**src/rtl/shift_ser_pkg.sv**
```systemverilog
// Shared types and default sizes for the serial shift controller slice.
//   state_t    : controller FSM states, 2-bit encoding
//   WIDTH_DEF  : default word width (must match the driven shift register)
//   DIV_W_DEF  : default width of the bit-period configuration
package shift_ser_pkg;

  localparam int WIDTH_DEF = 4;
  localparam int DIV_W_DEF = 8;

  typedef enum logic [1:0] {
    IDLE = 2'd0,
    LOAD = 2'd1,
    HOLD = 2'd2,
    DONE = 2'd3
  } state_t;

endpackage

```
**src/rtl/shift_tick_div.sv**
```systemverilog
// Bit-period down-counter.
//   clk        : clock, rising edge
//   resetn     : synchronous active-low reset, clears the count
//   reload     : load reload_val (takes priority over counting)
//   reload_val : period minus 1, in cycles
//   en         : decrement while nonzero
//   zero       : count is currently zero (current bit period ends this cycle)
module shift_tick_div #(
  parameter int DIV_W = shift_ser_pkg::DIV_W_DEF
) (
  input  logic             clk,
  input  logic             resetn,
  input  logic             reload,
  input  logic [DIV_W-1:0] reload_val,
  input  logic             en,
  output logic             zero
);

  logic [DIV_W-1:0] cnt;

  // NOTE: sequential state uses non-blocking assignments so every register
  // samples pre-edge values regardless of block ordering.
  always_ff @(posedge clk) begin
    if (!resetn) begin
      cnt <= '0;
    end else if (reload) begin
      cnt <= reload_val;
    end else if (en && cnt != '0) begin
      cnt <= cnt - 1'b1;
    end
  end

  assign zero = (cnt == '0);

endmodule

```
**src/rtl/shift_ser_ctrl.sv**
```systemverilog
// Sequencing controller for a load/enable right-shift register.
// Accepts one word per valid/ready handshake, loads it into the register,
// then holds each bit on q[0] for (div_q+1) cycles, pulsing sr_ena between
// bits. No shift is issued after the last bit.
//   clk, resetn          : clock and synchronous active-low reset
//   in_valid/in_ready    : word handshake; in_data bit 0 goes out first
//   cfg_div              : bit period minus 1, captured at accept
//   abort                : cancel the current word (blocks accept in IDLE)
//   sr_load/sr_ena/sr_data : drive the shift register
//   bit_valid, bit_idx   : q[0] holds a live bit, and which one
//   done                 : one-cycle pulse after the last bit period
module shift_ser_ctrl
  import shift_ser_pkg::*;
#(
  parameter int WIDTH = WIDTH_DEF,
  parameter int DIV_W = DIV_W_DEF,
  localparam int IDX_W = $clog2(WIDTH)
) (
  input  logic             clk,
  input  logic             resetn,
  input  logic             in_valid,
  output logic             in_ready,
  input  logic [WIDTH-1:0] in_data,
  input  logic [DIV_W-1:0] cfg_div,
  input  logic             abort,
  output logic             sr_load,
  output logic             sr_ena,
  output logic [WIDTH-1:0] sr_data,
  output logic             bit_valid,
  output logic [IDX_W-1:0] bit_idx,
  output logic             done
);

  state_t           state;
  logic [WIDTH-1:0] data_q;
  logic [DIV_W-1:0] div_q;
  logic [IDX_W-1:0] bit_cnt;

  logic div_zero;
  logic last_bit;
  logic bit_end;
  logic accept;
  logic div_reload;
  logic div_en;

  assign last_bit = (bit_cnt == IDX_W'(WIDTH - 1));
  assign bit_end  = (state == HOLD) && div_zero;
  assign accept   = in_valid && in_ready;

  // Period restarts on entry to HOLD and at every intermediate bit boundary;
  // an abort leaves the counter alone since HOLD is being abandoned anyway.
  assign div_reload = !abort && ((state == LOAD) || (bit_end && !last_bit));
  assign div_en     = !abort && (state == HOLD);

  shift_tick_div #(.DIV_W(DIV_W)) u_tick_div (
    .clk        (clk),
    .resetn     (resetn),
    .reload     (div_reload),
    .reload_val (div_q),
    .en         (div_en),
    .zero       (div_zero)
  );

  always_ff @(posedge clk) begin
    if (!resetn) begin
      state   <= IDLE;
      data_q  <= '0;
      div_q   <= '0;
      bit_cnt <= '0;
    end else begin
      unique case (state)
        IDLE: begin
          if (accept) begin
            data_q <= in_data;
            div_q  <= cfg_div;
            state  <= LOAD;
          end
        end
        LOAD: begin
          if (abort) begin
            state <= IDLE;
          end else begin
            bit_cnt <= '0;
            state   <= HOLD;
          end
        end
        HOLD: begin
          if (abort) begin
            state <= IDLE;
          end else if (div_zero) begin
            if (last_bit) state <= DONE;
            else          bit_cnt <= bit_cnt + 1'b1;
          end
        end
        DONE: state <= IDLE;
        default: state <= IDLE;
      endcase
    end
  end

  // Outputs decode registered state. resetn also forces them to zero so the
  // register sees no load/enable while reset is held, even mid-word.
  assign in_ready  = resetn && (state == IDLE) && !abort;
  assign sr_load   = resetn && (state == LOAD);
  assign sr_ena    = resetn && bit_end && !last_bit;
  assign sr_data   = resetn ? data_q : '0;
  assign bit_valid = resetn && (state == HOLD);
  assign bit_idx   = bit_valid ? bit_cnt : '0;
  assign done      = resetn && (state == DONE);

endmodule

```
**config.mk**
```make
export PLATFORM = sky130hd
export DESIGN_NAME = shift_ser_ctrl
export DESIGN_NICKNAME = d
export VERILOG_FILES = /design/src/rtl/shift_ser_pkg.sv /design/src/rtl/shift_tick_div.sv /design/src/rtl/shift_ser_ctrl.sv
export SDC_FILE = /design/constraint.sdc
export NUM_CORES = 1
export LEC_CHECK = 0
export BUFFER_PORTS_ARGS = -buffer_cell sky130_fd_sc_hd__buf_2
export CAP_MARGIN = 10
export CORE_MARGIN = 5
export CORE_UTILIZATION = 48
export CTS_BUF_LIST = sky130_fd_sc_hd__clkbuf_4 sky130_fd_sc_hd__clkbuf_8
export CTS_CLUSTER_SIZE = 30
export DETAILED_ROUTE_END_ITERATION = 10
export PLACE_DENSITY = 0.79
export SLEW_MARGIN = 30
export SYNTH_ARGS = -nofsm -noshare
export SYNTH_HDL_FRONTEND = slang
export SYNTH_SLANG_ARGS = --single-unit
```
**constraint.sdc**
```tcl
create_clock -name clk -period 1.9 [get_ports clk]
set_input_delay 0.19 -clock clk [delete_from_list [all_inputs] [get_ports clk]]
set_output_delay 0.19 -clock clk [all_outputs]
set_load 0.03 [all_outputs]
```
# Word-level counts from Yosys, hierarchy flattened

Cells that the tools add are included.

Eq/ne operators: 11
Multiplexer cells: 15
Add/subtract/negate cells: 2
Reduce and logical (&&, ||, !) cells: 24

Operator list:

| cell                                                | number |
|---|---|
| 2-to-1 mux 2 bit                                    | 10 |
| 2-to-1 mux 8 bit                                    | 2 |
| logical AND 1 bit                                   | 13 |
| inequality test 2 bit, second input constant        | 5 |
| logical NOT 8 bit                                   | 1 |
| case mux 2 bit (4 select lines)                     | 1 |
| nonzero test 8 bit                                  | 1 |
| subtractor 8 x 1 -> 8 bit, second input constant    | 1 |
| equality test 2 bit, second input constant          | 3 |
| inequality test 3 bit, second input constant        | 2 |
| AND reduction 5 bit                                 | 1 |
| 2-to-1 mux 4 bit                                    | 1 |
| case mux 2 bit (2 select lines)                     | 1 |
| nonzero test 2 bit                                  | 2 |
| AND reduction 3 bit                                 | 1 |
| adder 2 x 1 -> 2 bit, second input constant         | 1 |
| equality test 2 x 1 -> 1 bit, second input constant | 1 |
| logical NOT 1 bit                                   | 2 |
| logical NOT 2 bit                                   | 1 |
| AND reduction 2 bit                                 | 1 |
| logical OR 1 bit                                    | 1 |

Register bits after elaboration: 24
Logic and storage cells: 57
Output and inout bits: 11
Bits of input ports: 16

# Logic depth before layout (Yosys ltp)

Depth in word-level cells: 6
Mapped depth: 7
Depth with buffers taken out: 6

# Hierarchy

From an unflattened synthesis, not the netlist that was laid out.

Cell total of the unflattened synthesis: 146
Area, all modules: 1271.2 um2

Modules (own cells, without submodules):

| module         | cells an instance | instances | sequential area each (um2) | area an instance (um2) |
|---|---|---|---|---|
| shift_ser_ctrl | 88                | 1         | 320.3                      | 763.2 |
| shift_tick_div | 58                | 1         | 160.2                      | 508.0 |

# Worst setup path after synthesis

Ideal clock, no wire load.

Kind: flip-flop to output port
From: reg u_tick_div.cnt[0]
To: out sr_ena
Buffers on the path: 0
Required time: 1710 ps
Arrival: 1776 ps
Slack: -66 ps
Stages on the path, launching flop included: 6
Cells stage by stage: dfxtp_1 > inv_1 > ha_1 > nor4b_1 > nand2_1 > nor3_1

Longest elaborated chain between the ends: 4

RTL lines:

| what                           | line                  | text |
|---|---|---|
| start, declared                | shift_tick_div.sv:19  | `logic [DIV_W-1:0] cnt;` |
| start signal, assigned         | shift_tick_div.sv:27  | `cnt <= reload_val;` |
| start signal, assigned         | shift_tick_div.sv:29  | `cnt <= cnt - 1'b1;` |
| logical NOT 8 bit              | shift_tick_div.sv:33  | `assign zero = (cnt == '0);` |
| logical AND 1 bit              | shift_ser_ctrl.sv:47  | `assign bit_end = (state == HOLD) && div_zero;` |
| logical AND 1 bit (2 in a row) | shift_ser_ctrl.sv:105 | `assign sr_ena = resetn && bit_end && !last_bit;` |
| end, declared                  | shift_ser_ctrl.sv:27  | `output logic sr_ena,` |

Every way passes these cells.

# Final worst setup path

From: reg u_tick_div.cnt[1]
To: reg u_tick_div.cnt[1]

Longest elaborated chain between the ends: 6
Elaborated cells between the ends (all ways): 11
Classes of those cells: add/sub (1); mux (2); reduce/logical (8)

RTL lines:

| what |
|---|
| branches (longest 6 deep; another with subtractor 8 x 1 -> 8 bit) |

Parallel ways; which one is timed is not known. The select of a mux whose other input is x is not followed.
A chain may end at the register's enable or synchronous reset.

==> impl_metrics.py <==
metrics = {
    "run_status": {
        "status": "complete, no violations",
    },
    "critical_path": {
        "worstReg2RegStart": "u_tick_div.cnt[1]",
        "ff2ff_setup_slack_ns": 0.05,
        "startpoint_type": "flop",
        "critPathMostFrequentCell": "buf_4",
        "worstPathRequired_ns": 2.12,
        "r2r-end": "u_tick_div.cnt[1]",
        "critPathKind": "reg -> reg",
        "cp_max_fo": 12,
        "worstPathArrival_ns": 2.07,
        "cpPeakStageDelay_ns": 0.43,
        "cp_cell_sequence": "inv_2 -> ha_4 -> nor4b_4 -> buf_4 -> buf_4 -> a31oi_1 -> buf_4 -> nor2_1 -> o31a_1",
        "end_kind": "flop",
        "reg2reg_depth": 9,
        "crit_slowest_cell": "dfxtp_1",
    },
    "clock_tree": {
        "clock_latency_ns": 0.31,
        "cts_num_sinks": 24,
        "path_clk_slew_ns": 0.13,
        "cts-htree-levels": 1,
        "cts_buffer_depth": 2,
        "cts_root_buffer": "clkbuf_4",
        "tritoncts": "yes",
        "cts_hold_buf": 0,
        "cts-buffers-inserted": 3,
    },
    "yosys": {
        "syn_avg_cell_area_um2": 8.72,
        "ys_types": 43,
        "synth-edff-count": 0,
        "syn-cell-area_mm2": 0.00133,
        "synth_nets": 171,
        "synth_seq_cells": 24,
        "synth-seq-area-share_pct": 36.3,
        "ys.flop_type": "dfxtp_1",
        "syn_inst": 152,
        "yosysWarnings": 0,
        "synth-async-reset-ratio_pct": 0,
    },
    "sta": {
        "skew_ns": 0.00176,
        "drv_slew": 0,
        "grt_setup_unrepaired": "false",
        "tns_ns": 0,
        "tightest_slew_ns": 0.406,
        "clock.fmax_ghz": 0.542,
        "hold_ws_ns": 0.0984,
        "finalCritPeriodShare_pct": 97.2,
        "fin_crit_ns": 1.85,
        "setup_violations": 0,
        "relSlewSlack_pct": 72.8,
        "finalHoldViolCount": 0,
    },
    "finish": {
        "area_growth_pct": 19.1,
        "num-fill-cells": 259,
        "final_common_cell": "buf_2",
        "num_antenna_cells": 0,
        "fin_nets": 205,
        "final_cell_mix": "buf_2, dfxtp_1, nor2_1",
        "drive_gt1_share_pct": 29.9,
    },
    "routing": {
        "drc": 0,
        "avgViaCountPerCell": 5.73,
        "drt_iter0_markers": 67,
        "vias": 1231,
        "firstDrtPassIters": 4,
        "wire_per_inst_um": 14.7,
        "finalWirelength_um": 3170,
        "final_antenna_net_count": 0,
    },
    "power_and_ir_drop": {
        "p_per_area_mw_per_mm2": 604,
        "ir_worst_vdd_mv": 0.501,
        "p_leak_nw": 0.762,
    },
    "die": {
        "die_height_um": 62.5,
        "placementRows": 19,
        "die_w_um": 62.5,
        "dieArea_mm2": 0.00391,
        "initial_core_util_pct": 48.9,
        "ios": 27,
        "core-area_mm2": 0.00271,
    },
    "hold_path": {
        "holdPathStages": 3,
        "hp-class": "in -> reg",
        "hp-start": "cfg_div[5]",
        "hold_end": "div_q[5]",
    },
    "global_route": {
        "grt_usage_pct": 16.2,
        "grt_pass1_wl_um": 5230,
        "grt.overflow.total": 0,
        "antenna_found_initial": 0,
        "grt_max_degree": 16,
        "grt_pass1_vias": 1218,
    },
    "place": {
        "io_buffer_count": 26,
        "dp_hpwl_um": 2400,
        "gp_congestion": 0.925,
    },
    "flow_run": {
        "cap_violations": 0,
    },
}
power by group:
part / internal, W / total, W / switching [W]
clock network: 0.0000742 / 0.000230 / 0.000156
logic: 0.0000872 / 0.000186 / 0.0000988
registers: 0.000521 / 0.000538 / 0.0000169
sequential cells by signal (all words and copies together), names as in the netlist:
signal          flops
div_q               8
u_tick_div.cnt      8
data_q              4
bit_cnt             2
state               2
cell families after synthesis:
kind of cell    Yosys count  share of synthesized area, %
mux                      15                          11.3
flops                    24                          36.3
fa+ha+maj                 3                          2.83
xor+xnor                  2                          1.32
buf+inv                  13                          6.04
compound gates           32                          15.1
simple gates             63                          27.1
synth_stat cells, types with 2 or more instances:
library cell  count  area (um^2)
dfxtp_1          24          480
nor2_1           21         78.8
mux2i_1          15          150
a21oi_1          10         50.1
and2_1            6         37.5
a31oi_1           5         31.3
nor3_1            5         25.0
o21ai_1           5         25.0
clkbuf_1          4         15.0
inv_1             4         15.0
nand2_1           4         15.0
and3_2            3         22.5
ha_1              3         37.5
nand2b_1          3         18.8
nand3_1           3         15.0
o31a_1            3         26.3
buf_6             2         22.5
nand3b_1          2         15.0
nor2b_1           2         12.5
nor3b_1           2         15.0
o211ai_1          2         15.0
o21ai_0           2         10.0
or3_1             2         12.5
through the flow:
stage / utilization [%] / setup WS (ns) / power, W / std cells / area, um^2
2_1_floorplan: - / 0.177 / 0.000662 / 152 / 1330
3_3_place_gp: 55.5 / 0.138 / 0.000705 / 210 / 1510
3_5_place_dp: 55.5 / 0.0424 / 0.000715 / 210 / 1510
4_1_cts: 57.5 / 0.00546 / 0.000948 / 214 / 1560
5_1_grt: 58.2 / 0.00227 / 0.00101 / 215 / 1580
6_report: 58.2 / 0.0534 / 0.000953 / 215 / 1580
layout make-up:
type                       count  area (um^2)  area share, %
clock buffer                   3         22.5           1.43
inverter                       5         18.8           1.19
multi-input combinational    115          800           50.7
sequential                    24          483           30.6
tap                           31         38.8           2.46
timing repair buffer          37          215           13.6
how the worst max path moves through the flow:
stage | startpoint | end | slack, ns
after floorplan | u_tick_div.cnt[0] | sr_ena | 0.18
after global placement | u_tick_div.cnt[0] | u_tick_div.cnt[4] | 0.14
after detailed placement | u_tick_div.cnt[0] | u_tick_div.cnt[4] | 0.04
after CTS | u_tick_div.cnt[0] | sr_ena | 0.005
after global routing | u_tick_div.cnt[1] | u_tick_div.cnt[1] | 0.002
final | u_tick_div.cnt[1] | u_tick_div.cnt[1] | 0.05
worst max-delay path: cells and delay by family, from the launching register on:
family | cells | cell delay [ns]
adders and majority gates | 1 | 0.18
and+or+nand+nor | 2 | 0.18
AOI/OAI and AO/OA | 2 | 0.40
DFF | 1 | 0.43
buffers and inverters | 4 | 0.55
routing by layer:
layer | track usage, % | wire [um] | vias to the layer above
met5 | 0 | 0 | -
met4 | 10.1 | 104 | 0
met3 | 2.52 | 162 | 8
met2 | 28.4 | 1590 | 39
met1 | 18.0 | 1310 | 573
li1 | - | - | 611
what timing repair did:
item	4_1_cts	5_1_grt
setup buffers	1	1
resized for setup	5	5
setup endpoints to repair	1	4
Power figures use the tool's default switching activity.
